File: src/rtl/bist_pkg.sv
// rtl/bist_pkg.sv - shared state encoding, constants and pattern step for the memory BIST
package bist_pkg;

    typedef enum logic [2:0] {
        ST_IDLE  = 3'd0,
        ST_SEED  = 3'd1,
        ST_WRITE = 3'd2,
        ST_READ  = 3'd3,
        ST_DRAIN = 3'd4,
        ST_DONE  = 3'd5
    } bist_state_e;

    // An all-zero seed would lock the pattern generator at zero forever.
    localparam logic [7:0] PAT_ZERO_SUB = 8'h01;

    function automatic logic [7:0] pat_next(input logic [7:0] p);
        return {p[6:0], p[7] ^ p[5] ^ p[4] ^ p[3]};
    endfunction

endpackage

File: src/rtl/mem_bist_ctrl.sv
// rtl/mem_bist_ctrl.sv - seeded write/read-back memory BIST sequencer with miscompare reporting
module mem_bist_ctrl
    import bist_pkg::*;
#(
    parameter int ADDR_W = 4
) (
    input  logic              clk,
    input  logic              rst,
    input  logic              start,
    input  logic [7:0]        lfsr_in,
    output logic              mem_en,
    output logic              mem_we,
    output logic [ADDR_W-1:0] mem_addr,
    output logic [7:0]        mem_wdata,
    input  logic [7:0]        mem_rdata,
    output logic              busy,
    output logic              done,
    output logic              pass,
    output logic              fail_valid,
    output logic [ADDR_W-1:0] fail_addr,
    output logic [ADDR_W:0]   fail_cnt,
    output logic [ADDR_W-1:0] first_fail_addr
);

    bist_state_e       state_q, state_d;
    logic [7:0]        seed_q, seed_d;
    logic [7:0]        pat_q, pat_d;
    logic [ADDR_W-1:0] addr_q, addr_d;
    logic [7:0]        exp_data_q, exp_data_d;
    logic [ADDR_W-1:0] exp_addr_q, exp_addr_d;
    logic              exp_vld_q, exp_vld_d;
    logic              pass_q, pass_d;
    logic              fail_valid_q, fail_valid_d;
    logic [ADDR_W-1:0] fail_addr_q, fail_addr_d;
    logic [ADDR_W:0]   fail_cnt_q, fail_cnt_d;
    logic [ADDR_W-1:0] first_fail_q, first_fail_d;
    logic              run_clr;
    logic              miscmp;

    always_comb begin
        state_d      = state_q;
        seed_d       = seed_q;
        pat_d        = pat_q;
        addr_d       = addr_q;
        exp_data_d   = exp_data_q;
        exp_addr_d   = exp_addr_q;
        exp_vld_d    = 1'b0;
        pass_d       = pass_q;
        run_clr      = 1'b0;

        miscmp       = exp_vld_q && (mem_rdata != exp_data_q);
        fail_valid_d = miscmp;
        fail_addr_d  = miscmp ? exp_addr_q : fail_addr_q;
        fail_cnt_d   = fail_cnt_q + {{ADDR_W{1'b0}}, miscmp};
        first_fail_d = (miscmp && fail_cnt_q == '0) ? exp_addr_q : first_fail_q;

        case (state_q)
            ST_IDLE: begin
                if (start) begin
                    state_d = ST_SEED;
                    pass_d  = 1'b0;
                    run_clr = 1'b1;
                end
            end
            ST_SEED: begin
                seed_d  = (lfsr_in == 8'h00) ? PAT_ZERO_SUB : lfsr_in;
                pat_d   = (lfsr_in == 8'h00) ? PAT_ZERO_SUB : lfsr_in;
                addr_d  = '0;
                state_d = ST_WRITE;
            end
            ST_WRITE: begin
                pat_d  = pat_next(pat_q);
                addr_d = addr_q + 1'b1;
                if (addr_q == '1) begin
                    pat_d   = seed_q;
                    state_d = ST_READ;
                end
            end
            ST_READ: begin
                exp_vld_d  = 1'b1;
                exp_data_d = pat_q;
                exp_addr_d = addr_q;
                pat_d      = pat_next(pat_q);
                addr_d     = addr_q + 1'b1;
                if (addr_q == '1) begin
                    pat_d   = seed_q;
                    state_d = ST_DRAIN;
                end
            end
            ST_DRAIN: begin
                // The final compare resolves this cycle, so use the post-compare count.
                pass_d  = (fail_cnt_d == '0);
                state_d = ST_DONE;
            end
            ST_DONE: begin
                state_d = ST_IDLE;
            end
            default: begin
                state_d = ST_IDLE;
            end
        endcase

        if (run_clr) begin
            fail_cnt_d   = '0;
            first_fail_d = '0;
        end
    end

    always_ff @(posedge clk or posedge rst) begin
        if (rst) begin
            state_q      <= ST_IDLE;
            seed_q       <= '0;
            pat_q        <= '0;
            addr_q       <= '0;
            exp_data_q   <= '0;
            exp_addr_q   <= '0;
            exp_vld_q    <= 1'b0;
            pass_q       <= 1'b0;
            fail_valid_q <= 1'b0;
            fail_addr_q  <= '0;
            fail_cnt_q   <= '0;
            first_fail_q <= '0;
        end else begin
            state_q      <= state_d;
            seed_q       <= seed_d;
            pat_q        <= pat_d;
            addr_q       <= addr_d;
            exp_data_q   <= exp_data_d;
            exp_addr_q   <= exp_addr_d;
            exp_vld_q    <= exp_vld_d;
            pass_q       <= pass_d;
            fail_valid_q <= fail_valid_d;
            fail_addr_q  <= fail_addr_d;
            fail_cnt_q   <= fail_cnt_d;
            first_fail_q <= first_fail_d;
        end
    end

    assign mem_en          = (state_q == ST_WRITE) || (state_q == ST_READ);
    assign mem_we          = (state_q == ST_WRITE);
    assign mem_addr        = mem_en ? addr_q : '0;
    assign mem_wdata       = mem_we ? pat_q : 8'h00;
    assign busy            = (state_q != ST_IDLE);
    assign done            = (state_q == ST_DONE);
    assign pass            = pass_q;
    assign fail_valid      = fail_valid_q;
    assign fail_addr       = fail_addr_q;
    assign fail_cnt        = fail_cnt_q;
    assign first_fail_addr = first_fail_q;

endmodule

File: config.mk
export PLATFORM = sky130hd
export DESIGN_NAME = mem_bist_ctrl
export DESIGN_NICKNAME = d
export VERILOG_FILES = /design/src/rtl/bist_pkg.sv /design/src/rtl/mem_bist_ctrl.sv
export SDC_FILE = /design/constraint.sdc
export NUM_CORES = 1
export LEC_CHECK = 0
export CAP_MARGIN = 20
export CORE_MARGIN = 2
export CORE_UTILIZATION = 51
export DETAILED_ROUTE_END_ITERATION = 10
export PLACE_DENSITY = 0.81
export SLEW_MARGIN = 20
export SYNTH_ARGS = -nofsm -noshare
export SYNTH_HDL_FRONTEND = slang
export SYNTH_SLANG_ARGS = --single-unit
File: constraint.sdc
create_clock -name clk -period 2.6 [get_ports clk]
set_input_delay 0.52 -clock clk [delete_from_list [all_inputs] [get_ports clk]]
set_output_delay 0.52 -clock clk [all_outputs]
set_load 0.03 [all_outputs]
==> results of run 1 <==
final timing paths:
check                              start            end  cells past startpoint
setup / recovery            mem_rdata[4]           pass                     12
hold / removal              fail_addr[2]   fail_addr[2]                      1
setup reg to reg           exp_data_q[2]           pass                     11
hold reg to reg             fail_addr[2]   fail_addr[2]                      1
max in group asynchronous            rst     state_q[1]                      3
min in group asynchronous            rst  exp_data_q[2]                      2
metrics by stage:
| step | cells | area, um^2 |
|---|---|---|
| after floorplan | 215 | 2434 |
| after global placement | 320 | 3040 |
| after detailed placement | 320 | 3040 |
| after CTS | 328 | 3144 |
| after global routing | 330 | 3183 |
| final | 330 | 3183 |
kinds of logic after synthesis:
logic type,after synthesis,synth area share (%)
flip-flops,51,52.44
multiplexers,36,16.56
buffers and inverters,14,2.519
XOR/XNOR,15,5.399
AO/OA/AOI/OAI,31,8.381
AND/OR/NAND/NOR,65,13.16
adder cells (fa/ha/maj),3,1.543
cell usage in the layout (no fill, tap or decap), drive strengths merged, types with 2 or more instances in the layout:
cell type | synthesis | routed
dfrtp | 51 | 51
clkdlybuf4s50 | 0 | 40
and2 | 16 | 16
mux2i | 5 | 5
nor2 | 10 | 10
buf | 5 | 12
xnor2 | 3 | 3
dlygate4sd2 | 0 | 2
nand3 | 5 | 5
ha | 3 | 3
or2 | 2 | 2
a22o | 4 | 4
xor2 | 12 | 12
a22oi | 7 | 7
a21oi | 4 | 4
nor2b | 3 | 3
nor3 | 4 | 4
clkbuf | 3 | 8
mux2 | 31 | 31
inv | 6 | 6
nor4 | 3 | 3
dlymetal6s2s | 0 | 7
nand2 | 20 | 20
o21ai | 11 | 11
metal layers:
layer,track usage [%],vias to the layer above,share of wire (%)
li1,-,865,-
met1,25.41,884,43
met2,35.34,58,51
met3,3.867,7,4.5
met4,7.202,0,1.1
met5,0,-,0
state kept, by name (all words and copies together) (netlist names):
signal,flops
fail_addr,4
first_fail_addr,4
addr_q,4
pass,1
fail_cnt,5
exp_data_q,8
state_q,3
fail_valid,1
seed_q,8
exp_vld_q,1
exp_addr_q,4
pat_q,8
where the power goes:
part           switching [W]  internal, W
sequential          0.000328      0.00117
combinational        0.00115      0.00113
clock               0.000246     0.000243
layout make-up:
class / count / share of cell area, %
inverters: 6 / 0.7075
flip-flops and latches: 51 / 40.13
well taps: 54 / 2.123
multi-input cells: 150 / 34.79
repair buffers: 61 / 19.10
clock buffers: 8 / 3.145
what timing repair did:
item,in CTS,in global routing
hold buffers,0,0
resized for setup,3,10
setup endpoints to repair,3,10
pin swaps,0,4
setup buffers,0,2
gates cloned,0,0
==> metrics, run 1 <==
status=finished clean; CTS tree=built; Cell Chain, Critical Path=clkdlybuf4s50_1 -> xor2_1 -> nor4_1 -> buf_4 -> a21bo_2 -> inv_2 -> ha_2 -> ha_2 -> and2_1 -> a21oi_1 -> o32ai_1 -> a22o_1; critical path's largest stage delay=430 ps; vias in the first global route=1770; post-synth top area share=52.44%; Post-layout nets=297; count leader, synth=dfrtp_1; Initial Util=52.21%; Place WS=-363.7 ps; TritonCTS buffer count=5; drt total wl=4994 um; ant diodes=0; post-DP HPWL=3655 um; sequential fraction of the synthesis area=52.44%; Pwr Total=0.004269 W; largest net degree at the start of global routing=32; drt drc=0; Worst path most repeated cell=ha_2; Clk pin slew, worst setup/hold paths=90 ps; FF/Latch Area=1277 um^2; Synth Net Count=237; flop2flop setup slack=360 ps; Total GRT Usage=20.42%; Die W=73.08 um; Pleak=1.476 nW; synth top area cells=dfrtp_1, mux2_2, xor2_1, and2_1, nand2_1; Fin. Hold Viols=0; Slew @ Worst Pin=562.2 ps; Final Worst Setup Slack=118.2 ps; RSZ-0062 raised after global routing=no; WP data required=2790 ps; Async SR Flop Fraction=100.0%; Worst path slowest cell=clkdlybuf4s50_1; Ys Warns=0; Core Box Area=4661 um^2; clock sinks=51; initial antenna violation count=0; Setup TNS=0 ps; Synth Flop Type=dfrtp_1; buffer levels on the longest clock path=2; P&R area growth vs syn=30.80%; Clk Latency, worst-skew pair=300 ps; Max Cap Violations=0; port bufs=49; Yosys cell types=32; Avg Vias per Cell=5.497; die area=5340 um^2; Avg WL per Cell=15.13 um; Worst VDD drop=0.6162 mV; Worst Skew=4.436 ps; RePlAce Congestion=0.7736; # IOs=50; Yosys reg bits=51; clk root buf=clkbuf_8; Buf/Inv on CP=3; # setup viols final=0; cell family with most CP delay=buffers and inverters; EDFF count, synth=0; period utilisation layout=95.46%; Max Fclk=0.4029 GHz; Startpoint Class=input pin; Hold Crit Class=register to register; Rows=25; synthesized area=2434 um^2; Starting DRT DRC Count=77; Die Span Y=73.08 um; post-synth top area cell=dfrtp_1; Max Slew Vio Count=0; Mapped Avg Cell Area=11.32 um^2; normalized max-slew margin=62.42%; fraction of layout cells with a size suffix above 1=21.38%; Final Critical Period=2482 ps; H-tree levels=2; PwrDens=1341 nW/um^2; Worst Path Arrival=2680 ps; GRT overflow=0; CP Capture Type=register; CP Class=input pin to register; Multi-input gate area=1107 um^2; first-pass GRT wire length=8286 um; cell count after synthesis=215; drt first pass iters=4; final core occ=68.30%; final-layout fill cell count=381; DRT antenna net count=0; Post-synth top cells=dfrtp_1, mux2_2, nand2_1; vias=1814; crit path max fanout=3; Hold Slack=507.3 ps
(Power assumes the default switching activity.)
==> run 2: changes to the inputs <==
Settings changed: CORE_UTILIZATION 51 to 25, PLACE_DENSITY 0.81 to 0.46.
Clock period 2.6 ns to 2.82 ns, I/O delays scaled along.
==> metrics, run 2 (same netlist as run 1, synthesis figures left out) <==
Pleak=1.394 nW (-5.6%); CP Class=register to primary output; DRT antenna net count=0 (unchanged); buffer levels on the longest clock path=2 (unchanged); Clk pin slew, worst setup/hold paths=90 ps (about the same); P&R area growth vs syn=34.19%; Worst path slowest cell=clkdlybuf4s50_1; period utilisation layout=92.35%; status=finished clean; # Post-CTS Setup Buffers=0 (unchanged); Post-layout nets=297 (unchanged); Max Fclk=0.3840 GHz; critical path's largest stage delay=660 ps (+230 ps); Avg WL per Cell=14.33 um (-5.3%); initial antenna violation count=0 (unchanged); Slew @ Worst Pin=662.5 ps (+100.3 ps); Final Critical Period=2604 ps; flop2flop setup slack=500 ps (+140 ps); Max Cap Violations=0 (unchanged); commonest cells after routing, fill and taps aside=dfrtp_1, clkdlybuf4s50_1, mux2_2; Largest regs=exp_data_q x8, pat_q x8, seed_q x8; FF/Latch Area=1276 um^2 (about the same); hold_buf cts=0 (unchanged); Starting DRT DRC Count=79 (+2.6%); drt first pass iters=4 (unchanged); # setup viols final=0 (unchanged); Max Slew Vio Count=0 (unchanged); Die W=102.7 um (+40%); Multi-input gate area=1102 um^2 (-0.45%); Worst Path Arrival=2040 ps (-640 ps); CP Capture Type=primary output; # IOs=50 (unchanged); Avg Vias per Cell=4.313 (-22%); Startpoint Class=register; RePlAce Congestion=0.7316 (-5.4%); clock sinks=51 (unchanged); vias in the first global route=1711 (-3.3%); Die Span Y=102.7 um (+40%); port bufs=49 (unchanged); post-CTS sizing=0 (-3); Place WS=-118.2 ps (+245.5 ps); clk root buf=clkbuf_8; final-layout fill cell count=992 (+160%); Rows=36 (+44%); largest net degree at the start of global routing=19 (-41%); first-pass GRT wire length=9349 um (+13%); TritonCTS buffer count=5 (unchanged); WP data required=2260 ps (-530 ps); Core Box Area=9594 um^2 (+110%); Buf/Inv on CP=2 (-1); cell family with most CP delay=buffers and inverters; Initial Util=25.37% (-27 points); CTS tree=built; drt total wl=5860 um (+17%); Total GRT Usage=11.75% (-8.7 points); Hold Crit Class=register to register; GRT overflow=0 (unchanged); Worst VDD drop=0.3785 mV (-39%); crit path max fanout=9 (+6); ant diodes=0 (unchanged); H-tree levels=2 (unchanged); normalized max-slew margin=55.73% (-6.7 points); Fin. Hold Viols=0 (unchanged); post-DP HPWL=4414 um (+21%); vias=1764 (-2.8%); Clk Latency, worst-skew pair=310 ps (about the same); RSZ-0062 raised after global routing=no; fraction of layout cells with a size suffix above 1=20.65% (-0.72 points); Cell Chain, Critical Path=nand2b_1 -> nor2_1 -> buf_4 -> and2_1 -> clkdlybuf4s50_1; drt drc=0 (unchanged); Final Worst Setup Slack=215.6 ps (+97.45 ps); final core occ=34.04% (-34 points); PwrDens=1238 nW/um^2 (-7.7%); die area=10540 um^2 (+97%); Worst Skew=8.067 ps (+3.630 ps); commonest non-fill, non-tap cell in the layout=dfrtp_1
[run 2: cell types whose count changed in the layout (fill, tap and decap cells not counted), moves of 2 or more]
cell,before,now
clkdlybuf4s50_1,40,49
dlymetal6s2s_1,7,0
ha_2,2,0
dlygate4sd2_1,2,0
ha_1,1,3
[run 2: final timing paths]
kind	to	cells after the start	startpoint
worst max-delay path	mem_wdata[5]	5	state_q[1]
worst min-delay path	seed_q[4]	1	seed_q[4]
worst max register to register	pass	11	exp_data_q[7]
worst min register to register	seed_q[4]	1	seed_q[4]
max in group asynchronous	exp_data_q[6]	3	rst
min in group asynchronous	first_fail_addr[1]	2	rst
[run 2: where the power goes]
group / internal [W] / switching [W] / total (W)
combinational: 0.00106 / 0.00106 / 0.00211
clock: 0.000288 / 0.000251 / 0.000538
sequential: 0.00107 / 0.000315 / 0.00139
[run 2: metal layers]
metal	GRT usage, %	part of all wire (%)	vias up
li1	-	-	869
met1	15.99	47	855
met2	19.16	48	34
met3	2.373	4.1	6
met4	3.077	1.1	0
met5	0	0	-
[run 2: cell type report]
class                           instances  area share, %
Multi-Input combinational cell        150          33.75
Timing Repair Buffer                   61          17.78
Clock inverter                          2          1.073
Tap cell                              133          5.096
Inverter                                6         0.6897
Sequential cell                        51          39.08
Clock buffer                            6          2.529
[run 2: stage by stage]
step | cell area (um^2) | hold slack (ps) | setup TNS (ps) | cells | total power, W
6_report | 3266 | 511.6 | 0 | 409 | 0.004043
5_1_grt | 3266 | 530.6 | 0 | 409 | 0.004327
4_1_cts | 3259 | 514.0 | 0 | 409 | 0.004102
3_5_place_dp | 3142 | 492.0 | -118.2 | 401 | 0.003559
3_3_place_gp | 3142 | 488.0 | -57.65 | 401 | 0.003526
2_1_floorplan | 2434 | 475.5 | 0 | 215 | 0.002727
